<file path="src/rtl/wb_host_master.sv">
// Wishbone classic single-transfer initiator: commands queue in a small FIFO,
// each runs one bus cycle, and its result (read data or timeout) is handed back.
module wb_host_master #(
  parameter int          CMD_DEPTH = 4,
  parameter int          TIMEOUT   = 255,
  parameter logic [31:0] ERR_DATA  = 32'hDEAD_BEEF
) (
  input  logic        wb_clk_i,
  input  logic        wb_rst_i,
  input  logic        cmd_valid,
  output logic        cmd_ready,
  input  logic        cmd_we,
  input  logic [31:0] cmd_adr,
  input  logic [31:0] cmd_dat,
  input  logic [3:0]  cmd_sel,
  output logic        rsp_valid,
  input  logic        rsp_ready,
  output logic [31:0] rsp_dat,
  output logic        rsp_err,
  output logic        rsp_we,
  output logic        wbm_cyc_o,
  output logic        wbm_stb_o,
  output logic        wbm_we_o,
  output logic [3:0]  wbm_sel_o,
  output logic [31:0] wbm_adr_o,
  output logic [31:0] wbm_dat_o,
  input  logic        wbm_ack_i,
  input  logic [31:0] wbm_dat_i,
  output logic        busy
);

  localparam int          AW       = $clog2(CMD_DEPTH);
  localparam logic [AW:0] PTR_ONE  = 1;
  localparam logic [15:0] TMO_LAST = 16'(TIMEOUT - 1);

  typedef struct packed {
    logic        we;
    logic [31:0] adr;
    logic [31:0] dat;
    logic [3:0]  sel;
  } cmd_t;

  typedef enum logic [1:0] {IDLE, BUS, RESP} state_t;

  cmd_t        fifo [CMD_DEPTH];
  cmd_t        head;
  logic [AW:0] wr_ptr, rd_ptr;
  logic        empty, full, push;
  state_t      state;
  logic [15:0] tmo_cnt;

  // Extra wrap bit on each pointer separates full from empty.
  assign empty     = (wr_ptr == rd_ptr);
  assign full      = (wr_ptr[AW] != rd_ptr[AW]) && (wr_ptr[AW-1:0] == rd_ptr[AW-1:0]);
  assign cmd_ready = !full;
  assign push      = cmd_valid && cmd_ready;
  assign head      = fifo[rd_ptr[AW-1:0]];
  assign busy      = (state != IDLE) || !empty;

  always_ff @(posedge wb_clk_i) begin
    if (push) fifo[wr_ptr[AW-1:0]] <= {cmd_we, cmd_adr, cmd_dat, cmd_sel};
  end

  always_ff @(posedge wb_clk_i) begin
    if (wb_rst_i) begin
      state     <= IDLE;
      wr_ptr    <= '0;
      rd_ptr    <= '0;
      tmo_cnt   <= '0;
      wbm_cyc_o <= 1'b0;
      wbm_stb_o <= 1'b0;
      wbm_we_o  <= 1'b0;
      wbm_sel_o <= '0;
      wbm_adr_o <= '0;
      wbm_dat_o <= '0;
      rsp_valid <= 1'b0;
      rsp_dat   <= '0;
      rsp_err   <= 1'b0;
      rsp_we    <= 1'b0;
    end else begin
      if (push) wr_ptr <= wr_ptr + PTR_ONE;
      case (state)
        IDLE: begin
          if (!empty) begin
            rd_ptr    <= rd_ptr + PTR_ONE;
            wbm_we_o  <= head.we;
            wbm_adr_o <= head.adr;
            wbm_dat_o <= head.dat;
            wbm_sel_o <= head.sel;
            wbm_cyc_o <= 1'b1;
            wbm_stb_o <= 1'b1;
            tmo_cnt   <= '0;
            state     <= BUS;
          end
        end
        BUS: begin
          // ACK on the timeout edge still counts as a normal completion.
          if (wbm_ack_i) begin
            wbm_cyc_o <= 1'b0;
            wbm_stb_o <= 1'b0;
            rsp_valid <= 1'b1;
            rsp_err   <= 1'b0;
            rsp_we    <= wbm_we_o;
            rsp_dat   <= wbm_we_o ? 32'h0 : wbm_dat_i;
            state     <= RESP;
          end else if (tmo_cnt == TMO_LAST) begin
            wbm_cyc_o <= 1'b0;
            wbm_stb_o <= 1'b0;
            rsp_valid <= 1'b1;
            rsp_err   <= 1'b1;
            rsp_we    <= wbm_we_o;
            rsp_dat   <= ERR_DATA;
            state     <= RESP;
          end else begin
            tmo_cnt <= tmo_cnt + 16'd1;
          end
        end
        RESP: begin
          if (rsp_ready) begin
            rsp_valid <= 1'b0;
            state     <= IDLE;
          end
        end
        default: state <= IDLE;
      endcase
    end
  end

endmodule

</file>
<file path="config.mk">
export PLATFORM = sky130hd
export DESIGN_NAME = wb_host_master
export DESIGN_NICKNAME = d
export VERILOG_FILES = /design/src/rtl/wb_host_master.sv
export SDC_FILE = /design/constraint.sdc
export NUM_CORES = 1
export LEC_CHECK = 0
export BUFFER_PORTS_ARGS = -buffer_cell sky130_fd_sc_hd__buf_2
export CAP_MARGIN = 20
export CORE_MARGIN = 2
export CORE_UTILIZATION = 57
export DETAILED_ROUTE_END_ITERATION = 8
export PLACE_DENSITY = 0.79
export SKIP_LAST_GASP = 1
export SYNTH_ARGS = -nofsm -noshare
export SYNTH_HDL_FRONTEND = slang
export SYNTH_SLANG_ARGS = --single-unit
</file>
<file path="constraint.sdc">
create_clock -name wb_clk_i -period 4.22 [get_ports wb_clk_i]
set_input_delay 0.633 -clock wb_clk_i [delete_from_list [all_inputs] [get_ports wb_clk_i]]
set_output_delay 0.633 -clock wb_clk_i [all_outputs]
set_load 0.03 [all_outputs]
</file>
==> run summary, run 1 <==
Pint = 7.66 mW
Post-CTS Setup Inserts = 0
ys async rst share = 0%
Die Area = 27,800 um2
Final Setup Violations = 0
Avg Inst Size Synth = 15.6 um2
prevailing post-synth register cell = edfxtp_1
Iteration-0 DRC Markers = 620
# DRC = 0
minimum clock period = 3.06 ns
Slew headroom = 25.5%
routability cong. = 0.784
Crit. End Element = flop
CTS clk-pin slew, worst paths = 0.06 ns
crit path max fanout = 52
critical path class = flop to flop
number of clock sinks = 405
WP data arrival = 3.28 ns
Hold Path Class = primary input to flop
TritonCTS Buffers = 40
Cells after Synth = 969
HPWL after DPL = 18.2 mm
remaining global-route overflow = 0
num rows = 59
largest net degree at the start of global routing = 72
dpl ws = 1.11 ns
Net Sw Frac = 32.9%
EDFF count, synth = 276
Seq pwr share = 44.4%
Hold-fix buffers, CTS = 0
antenna violations before repair = 10
min-delay src = cmd_adr[0]
port bufs = 213
root buf cell = clkbuf_16
routed vias = 8,864
Max Buffers Root-to-Sink = 3
final worst slack = 1.16 ns
Pleak = 6.67 nW
H-tree depth = 2
share of cells above drive strength 1 = 29.8%
status = complete, no violations
drt first pass iters = 5
Starting Density = 58.0%
Worst-Skew Late Latency = 0.53 ns
reg-to-reg startpoint = rd_ptr[0]
Final Slew Violations = 0
pwr dens = 646 nW/um2
Placement Cell Area = 16,400 um2
global-route wire length before repair = 48.9 mm
crit path launch type = flop
Fmax = 327 MHz
Switch Pwr = 3.75 mW
combinational share of power = 27.5%
endpoints failing hold = 0
Overall Global Routing Usage = 22.5%
nets = 1,290
antenna-violating nets left = 0
most frequent cells in the layout = edfxtp_1, buf_2, nand2_1
die width = 167 um
final hold slack = 0.318 ns
Worst Path Required = 4.44 ns
Synth Register Bits = 405
DRT Wirelength = 31.4 mm
vias in the first global route = 8,860
clock share of power = 28.1%
Design Area, Final = 17,700 um2
fin util = 68.0%
vias per cell = 5.72
Critical path origin = rd_ptr[0]
RSZ-0062 raised after global routing = no
wire per inst = 20.2 um
# IOs = 214
Fin Setup TNS = 0 ns
Core Area = 26,000 um2
Syn Std Cell Area = 15,100 um2
commonest non-fill, non-tap cell in the layout = edfxtp_1
Seq/Total Area, Yosys = 72.1%
Cell variety after synth = 59
Max-cap violations = 0
PostCTS Resize Cnt = 0
syn_nets = 1,082
layout overhead on the synthesized area = 17.2%
part of the cycle the worst path needs = 72.6%
Die Height = 167 um
CTS tree = built
Tightest Pin Transition = 1.12 ns
Worst Skew = 0.0122 ns
YS warnings = 0
peak supply drop = 0.417 mV
-- cell usage after synthesis (all sizes together) (2+ instances only) --
library cell    n  area share [%]
a21oi          82             2.7
a22o            8            0.46
a311oi          2            0.16
a31oi           2           0.083
and2            6            0.25
and4            2            0.12
buf            18            0.65
clkbuf         42             1.0
dfxtp         129              17
edfxtp        276              55
ha              7            0.58
inv            30            0.75
mux4           69              10
nand2         155             3.9
nand3           9            0.30
nand4           6            0.25
nor2           11            0.27
nor3            3            0.10
nor3b           2            0.13
nor4            6            0.29
o211a          24             1.6
o211ai          3            0.15
o21ai          30             1.1
o311ai          2            0.12
o31ai           5            0.34
o41ai           2            0.24
or3             4            0.17
or3b            2            0.12
or4             6            0.30
xnor2           5            0.29
xor2            4            0.23
-- cell families after synthesis --
family	synth area share (%)
xor gates and xnor gates	0.523
adders and majority gates	0.581
muxes	10.4
and+or+nand+nor	6.61
buffers and inverters	2.47
DFF	72.1
AOI/OAI and AO/OA	7.32
-- worst max-delay path, cell delays in order, from the launching register on --
cell and delay, ns:
dfxtp_4 0.62, xor2_1 0.45, nor2_1 0.15, a21boi_0 0.41, and2_4 0.75, buf_4 0.34
-- layout make-up --
class / instances / area [um2]
diodes: 7 / 17.5
clock buffers: 62 / 1110
clock inverters: 12 / 61.3
fillers: 1745 / 8330
inverters: 31 / 118
multi-input cells: 473 / 3840
flip-flops and latches: 405 / 10900
well taps: 335 / 419
repair buffers: 226 / 1210
-- layer usage --
metal / share of wire (%) / vias up / global-route usage [%]
met5: 0.13 / - / 0
met4: 2.4 / 6 / 7.46
met3: 6.7 / 60 / 4.75
met2: 51 / 314 / 38.8
met1: 40 / 4382 / 28.8
li1: - / 4102 / -
-- power groups by stage --
stage / Combinational (mW) / Clock, mW / Sequential, mW
finish: 3.13 / 3.21 / 5.07
global route: 3.37 / 3.43 / 5.13
CTS: 3.15 / 3.27 / 5.07
detailed placement: 3.13 / 0 / 5.14
global placement: 3.08 / 0 / 5.12
floorplan: 1.61 / 0 / 5.70
-- worst paths after layout --
check	cells past startpoint	to	slack [ns]
worst max-delay path	5	fifo[2][54]	1.16
worst min-delay path	1	fifo[1][36]	0.32
worst max register to register	5	fifo[2][54]	1.16
worst min register to register	2	rsp_we	0.45
-- per-stage QoR --
stage | power (mW) | cells
global placement | 8.20 | 1469
floorplan | 7.31 | 969
CTS | 11.5 | 1543
detailed placement | 8.27 | 1469
global route | 11.9 | 1549
finish | 11.4 | 1551
-- flip-flops by register name, indices dropped and copies added (netlist names), 2 cells and up --
register / flops
state: 2
wbm_dat_o: 32
tmo_cnt: 16
rd_ptr: 3
fifo: 276
wbm_adr_o: 32
wr_ptr: 3
wbm_sel_o: 4
rsp_dat: 32
Power figures use the tool's default switching activity.
==> inputs of run 2 (changes only) <==
- clock period: 4.22 -> 2.9 ns (I/O delays scaled with it)
==> run summary, run 2 (synthesis gave the netlist of run 1 again) <==
status = complete, no violations
Final Slew Violations = 0
critical path class = flop to flop
Placed Cells = 1,480
crit path launch type = flop
root buf cell = clkbuf_16
most frequent cells in the layout = edfxtp_1, buf_2, nand2_1
endpoints failing hold = 0
routed vias = 8,896
Core Area = 26,000 um2
Placement Cell Area = 16,600 um2
vias per cell = 5.71
Worst Path Required = 3.12 ns
Design Area, Final = 18,000 um2
WP data arrival = 2.71 ns
Pleak = 6.83 nW
Worst Skew = 0.0216 ns
Hold-fix buffers, CTS = 0
layout overhead on the synthesized area = 19.3%
Final Setup Violations = 0
Die Area = 27,800 um2
Cell Chain, Critical Path = xor2_1 > nor2_1 > a21boi_0 > and2_4 > buf_12
remaining global-route overflow = 0
Die Height = 167 um
flip-flop count of the largest register after layout = 276
Post-CTS Setup Inserts = 0
pwr dens = 958 nW/um2
largest net degree at the start of global routing = 72
Fin Setup TNS = 0 ns
HPWL after DPL = 19.5 mm
# IOs = 214
# DRC = 0
Hold Path Class = primary input to flop
RSZ-0062 raised after global routing = no
antenna-violating nets left = 0
count of non-filler cells in the finished layout = 1,559
part of the cycle the worst path needs = 86.1%
global-route wire length before repair = 49.3 mm
num rows = 59
vias in the first global route = 9,060
Overall Global Routing Usage = 22.7%
number of clock sinks = 405
peak supply drop = 0.726 mV
Worst-Skew Late Latency = 0.53 ns
H-tree depth = 2
PostCTS Resize Cnt = 0
routability cong. = 0.850
Slew headroom = 31.6%
Max stage delay cell, worst path = and2_4
Crit. End Element = flop
fin util = 69.2%
minimum clock period = 2.50 ns
TritonCTS Buffers = 40
crit path max fanout = 24
Max-cap violations = 0
Starting Density = 58.0%
DRT Wirelength = 31.7 mm
Critical Path Max Stage Delay = 0.49 ns
antenna violations before repair = 6
CTS clk-pin slew, worst paths = 0.06 ns
drt first pass iters = 5
wire per inst = 20.3 um
Fmax = 401 MHz
Iteration-0 DRC Markers = 709
share of cells above drive strength 1 = 31.6%
die width = 167 um
commonest non-fill, non-tap cell in the layout = edfxtp_1
Max Buffers Root-to-Sink = 3
port bufs = 213
nets = 1,300
CTS tree = built
Tightest Pin Transition = 1.03 ns
run 2: worst paths after layout:
check / endpoint / slack, ns / cells after the start / start
worst max-delay path: fifo[1][56] / 0.40 / 5 / wr_ptr[1]
worst min register to register: rsp_we / 0.45 / 2 / rsp_we
worst max register to register: fifo[1][56] / 0.40 / 5 / wr_ptr[1]
worst min-delay path: fifo[1][62] / 0.12 / 1 / cmd_adr[26]
run 2: per-stage QoR:
stage / total power [mW] / worst slack [ns] / hold slack (ns)
2_1_floorplan: 10.6 / 0.0135 / 0.435
3_5_place_dp: 12.1 / 0.457 / 0.438
5_1_grt: 17.9 / 0.243 / 0.111
3_3_place_gp: 12.0 / 0.482 / 0.439
4_1_cts: 17.4 / 0.392 / 0.101
6_report: 17.2 / 0.404 / 0.119
run 2: power by group:
group,switching (mW),total (mW),internal (mW)
Clock,2.09,5.21,3.11
Sequential,0.373,7.30,6.93
Combinational,3.09,4.71,1.62
run 2: area by class of cell:
| class | instances | area (um2) |
|---|---|---|
| Sequential cell | 405 | 10900 |
| Fill cell | 1687 | 8000 |
| Multi-Input combinational cell | 473 | 3840 |
| Timing Repair Buffer | 236 | 1370 |
| Clock buffer | 55 | 1140 |
| Tap cell | 335 | 419 |
| Clock inverter | 18 | 209 |
| Inverter | 31 | 118 |
| Antenna cell | 6 | 15.0 |
run 2: worst max-delay path: cells and delay by family (launching register included):
| kind | cells | cell delay (ns) |
|---|---|---|
| AO/OA/AOI/OAI | 1 | 0.38 |
| XOR/XNOR | 1 | 0.45 |
| buffers and inverters | 1 | 0.25 |
| flip-flops | 1 | 0.42 |
| AND/OR/NAND/NOR | 2 | 0.65 |
run 2: per-layer routing:
layer	vias to the layer above	part of all wire [%]	track usage [%]	wire, um
met5	-	0.041	0	13
met4	2	2.6	7.31	814
met2	320	52	40.1	16500
met1	4402	39	28.3	12200
met3	62	6.7	4.68	2140
li1	4110	-	-	-
